$ cat config.mk
export PLATFORM = sky130hd
export DESIGN_NAME = logic_pipe
export DESIGN_NICKNAME = d
export VERILOG_FILES = /design/src/rtl/logic_pipe.sv
export SDC_FILE = /design/constraint.sdc
export NUM_CORES = 1
export LEC_CHECK = 0
export CAP_MARGIN = 10
export CORE_UTILIZATION = 40
export CTS_CLUSTER_SIZE = 10
export DETAILED_ROUTE_END_ITERATION = 16
export PLACE_DENSITY = 0.67
export SLEW_MARGIN = 20
export SYNTH_ARGS = -nofsm -noshare
export SYNTH_HDL_FRONTEND = slang
export SYNTH_SLANG_ARGS = --single-unit
export TNS_END_PERCENT = 1
$ cat constraint.sdc
create_clock -name clk -period 1.5 [get_ports clk]
set_input_delay 0.15 -clock clk [delete_from_list [all_inputs] [get_ports clk]]
set_output_delay 0.15 -clock clk [all_outputs]
set_load 0.01 [all_outputs]
$ cat src/rtl/logic_pipe.sv
// Pipelined bitwise logic unit with valid/ready handshake and a delivered-result counter.
// Optional macro LOGIC_PIPE_PARITY_EN adds out_parity, pipelined alongside the result.
module logic_pipe #(
  parameter int WIDTH = 8,
  parameter int DEPTH = 2
) (
  input  logic             clk,
  input  logic             rst_n,
  input  logic             in_valid,
  output logic             in_ready,
  input  logic [WIDTH-1:0] in_a,
  input  logic [WIDTH-1:0] in_b,
  input  logic [1:0]       in_op,
  output logic             out_valid,
  input  logic             out_ready,
  output logic [WIDTH-1:0] out_data,
  output logic [15:0]      out_count
`ifdef LOGIC_PIPE_PARITY_EN
  ,
  output logic             out_parity
`endif
);

  function automatic logic [WIDTH-1:0] eval_op(input logic [WIDTH-1:0] a,
                                               input logic [WIDTH-1:0] b,
                                               input logic [1:0]       op);
    logic [WIDTH-1:0] r;
    case (op)
      2'b00:   r = a & b;
      2'b01:   r = a | b;
      2'b10:   r = a ^ b;
      2'b11:   r = ~(a & b);
      default: r = {WIDTH{1'b0}};
    endcase
    return r;
  endfunction

  function automatic logic parity_of(input logic [WIDTH-1:0] x);
    return ^x;
  endfunction

  logic                         advance_s;
  logic [WIDTH-1:0]             stage1_s;
  logic [DEPTH-1:0]             valid_q, valid_d, valid_shift_s;
  logic [DEPTH-1:0][WIDTH-1:0]  data_q, data_d, data_shift_s;
  logic [15:0]                  out_count_q, out_count_d;

  // Whole pipe moves as one unit; it only stalls when a result is waiting downstream.
  assign advance_s = !valid_q[DEPTH-1] || out_ready;
  assign in_ready  = advance_s;
  assign stage1_s  = eval_op(in_a, in_b, in_op);

  assign valid_shift_s[0] = in_valid;
  assign data_shift_s[0]  = stage1_s;
  for (genvar g = 1; g < DEPTH; g++) begin : g_shift
    assign valid_shift_s[g] = valid_q[g-1];
    assign data_shift_s[g]  = data_q[g-1];
  end

  // Next-state for the stage registers and the delivered-result counter.
  always_comb begin
    valid_d     = valid_q;
    data_d      = data_q;
    out_count_d = out_count_q;
    if (advance_s) begin
      valid_d = valid_shift_s;
      data_d  = data_shift_s;
    end else begin
      valid_d = valid_q;
      data_d  = data_q;
    end
    if (valid_q[DEPTH-1] && out_ready) begin
      out_count_d = out_count_q + 16'd1;
    end else begin
      out_count_d = out_count_q;
    end
  end

  // Stage and counter registers.
  always_ff @(posedge clk or negedge rst_n) begin
    if (!rst_n) begin
      valid_q     <= {DEPTH{1'b0}};
      data_q      <= '0;
      out_count_q <= 16'd0;
    end else begin
      valid_q     <= valid_d;
      data_q      <= data_d;
      out_count_q <= out_count_d;
    end
  end

  assign out_valid = valid_q[DEPTH-1];
  assign out_data  = data_q[DEPTH-1];
  assign out_count = out_count_q;

`ifdef LOGIC_PIPE_PARITY_EN
  logic [DEPTH-1:0] par_q, par_d, par_shift_s;

  assign par_shift_s[0] = parity_of(stage1_s);
  for (genvar g = 1; g < DEPTH; g++) begin : g_par_shift
    assign par_shift_s[g] = par_q[g-1];
  end

  // Parity follows its result through the same shift/hold decisions.
  always_comb begin
    par_d = par_q;
    if (advance_s) begin
      par_d = par_shift_s;
    end else begin
      par_d = par_q;
    end
  end

  // Parity stage registers.
  always_ff @(posedge clk or negedge rst_n) begin
    if (!rst_n) begin
      par_q <= {DEPTH{1'b0}};
    end else begin
      par_q <= par_d;
    end
  end

  assign out_parity = par_q[DEPTH-1];
`endif

endmodule
==> flow_metrics.tcl <==
set metrics [dict create \
    arrival_ps 1300 \
    grt_max_degree 35 \
    final_area_sq_um 2510 \
    power.leakage_nw 1.17 \
    wl_per_cell_microns 11.6 \
    portBuffers 47 \
    irDropWorstVdd_mv 0.603 \
    layout_common_cells "clkdlybuf4s50_1, dfrtp_1, nor2_1" \
    hold_class "in2async" \
    htree_levels 2 \
    first_pass_iters 12 \
    ios 48 \
    cts-root-buf "clkbuf_8" \
    vias 1396 \
    dieArea_sq_um 5050 \
    fp.dieW_microns 71.1 \
    utilization 0.562 \
    synth_compound_area_frac 0.0891 \
    cp_slowest_cell "clkdlybuf4s50_1" \
    routed_wl_mm 3.35 \
    place_area_sq_um 2440 \
    fin_crit_ps 1450 \
    cts_hold_buf 0 \
    start_util 0.427 \
    synth_simple_gate_area_frac 0.124 \
    cts_setup_buffers 0 \
    seq_area_frac_synth 0.446 \
    finalSetupViolCount 0 \
    outcome "complete, but fails checks" \
    dp_hpwl_mm 2.52 \
    worst-setup-path-type "reg2out" \
    cts_sinks 34 \
    nets 277 \
    grt_pass1_wl_mm 5.66 \
    antenna_left 0 \
    diodes 0 \
    synthMuxAreaShare 0.0695 \
    rsz0062_at_grt "no" \
    dp_cells 283 \
    clock_path_buffers 2 \
    yosys.area_share.adder 0.111 \
    drive_above_1_share 0.134 \
    grt_usage 0.144 \
    slew_headroom 0.720 \
    syn_nets 228 \
    slew_viol_final 0 \
    grt-ovfl-total 0 \
    finClkSkew_ps 5.26 \
    pre_cts_slack_ps -54.3 \
    syn_to_final_growth_pct 31.6 \
    final_cells 290 \
    worst_pin_slew_ps 420 \
    worstPathRequired_ps 1350 \
    cts_tree "yes" \
    postSynthAreaPerCell_sq_um 10.1 \
    clock_latency_ps 280 \
    fp.coreArea_sq_um 4470 \
    synth_xor_area_frac 0.0688 \
    cp-end-kind "output pin" \
    synthCells 189 \
    die_h_microns 71.1 \
    synth_top_family_by_area "simple AND/OR/NAND/NOR gates" \
    whs_ps 258 \
    power_density_nw_per_um2 1070 \
    vias_per_cell 4.81 \
    fin_tns_setup_ps 0 \
    power_mw 2.68 \
    cap_violations 0 \
    synth-seq-cells 34 \
    drt_iter0_markers 70 \
    ys_types 25 \
    cts_buffers 5 \
    place.gp.congestion 0.743 \
    final_hold_viol_count 0 \
    final_common_cell "clkdlybuf4s50_1" \
    fmax_ghz 0.689 \
    crit_path_max_fanout 3 \
    violations "DRC" \
    drc 2 \
    ys_warn_count 0 \
    slowest_delay_ps 530 \
    start_kind "flip-flop" \
    synth_area_sq_um 1910 \
    critical_path.cell_chain "buf_4 > clkdlybuf4s50_1" \
    clk_pin_slew_worst_paths_ps 60 \
    row_count 24 \
    grt_antenna_before_repair 0 \
    fin_crit_sh 0.968 \
    setup_ws_ps 47.7 \
    grt_pass1_vias 1282 \
]
[routing by layer]
metal  vias up  wire [microns]  track usage
li1        715               -            -
met1       650            1570        0.174
met2        23            1560        0.231
met3         8             149       0.0527
met4         0              74       0.0644
met5         -               0            0
[sequential cells by signal, indices dropped and copies added, names as in the netlist]
| name | cells |
|---|---|
| out_count | 16 |
| out_data | 8 |
| valid_q | 2 |
| data_q | 8 |
[path summary, 6_finish.rpt]
path / from / to / slack, ps / depth (start not counted)
worst max-delay path: out_count[0] / out_count[0] / 50 / 2
worst min-delay path: rst_n / out_count[6] / 260 / 2
worst max register to register: out_count[1] / out_count[10] / 160 / 6
worst min register to register: valid_q[0] / valid_q[1] / 460 / 1
max in group asynchronous: rst_n / out_count[7] / 910 / 2
min in group clk: valid_q[0] / valid_q[1] / 460 / 1
[area by class of cell]
type                    count  area, sq um
clock buffers               7         76.3
multi-input cells         120          883
flip-flops and latches     34          852
fillers                   385         1960
well taps                  52         65.1
repair buffers             58          564
inverters                  19         71.3
[synth_stat cells]
| master | number | area [sq um] |
|---|---|---|
| mux2_2 | 10 | 113 |
| nand3_1 | 3 | 15.0 |
| inv_1 | 19 | 71.3 |
| nand2b_1 | 2 | 12.5 |
| ha_1 | 17 | 213 |
| nor3_4 | 1 | 16.3 |
| and3_2 | 1 | 7.51 |
| mux2i_1 | 2 | 20.0 |
| xor2_1 | 5 | 43.8 |
| buf_2 | 5 | 25.0 |
| and4_1 | 2 | 17.5 |
| and3_1 | 1 | 6.26 |
| clkbuf_1 | 2 | 7.51 |
| nand2_1 | 6 | 22.5 |
| a21oi_1 | 22 | 110 |
| buf_4 | 8 | 60.1 |
| nand4_1 | 2 | 12.5 |
| a211oi_1 | 8 | 60.1 |
| buf_6 | 1 | 11.3 |
| nand4_2 | 1 | 12.5 |
| dfrtp_1 | 34 | 851 |
| nand3_2 | 1 | 10.0 |
| xnor2_1 | 10 | 87.6 |
| nor3_2 | 1 | 10.0 |
| nor2_1 | 25 | 93.8 |
[timing repair]
item                                    in CTS  in global routing
pin swaps                                    0                  0
resized for setup                            1                  1
endpoints found under the setup margin       1                  1
[logic make-up (layout without fill, tap and decap cells)]
family,Yosys count,count (layout)
compound gates,30,30
xor+xnor,15,15
fa+ha+maj,17,17
buf+inv,35,84
flops,34,34
mux,12,12
simple gates,46,46
[power by group]
group / internal, mW / switching (mW)
registers: 1.09 / 0.128
clock network: 0.319 / 0.311
logic: 0.487 / 0.347
[critical path: cells and delay by family, from the launching register on]
| family | cells | cell delay (ps) |
|---|---|---|
| DFF | 1 | 360 |
| buffers and inverters | 2 | 670 |
Power figures use the tool's default switching activity.
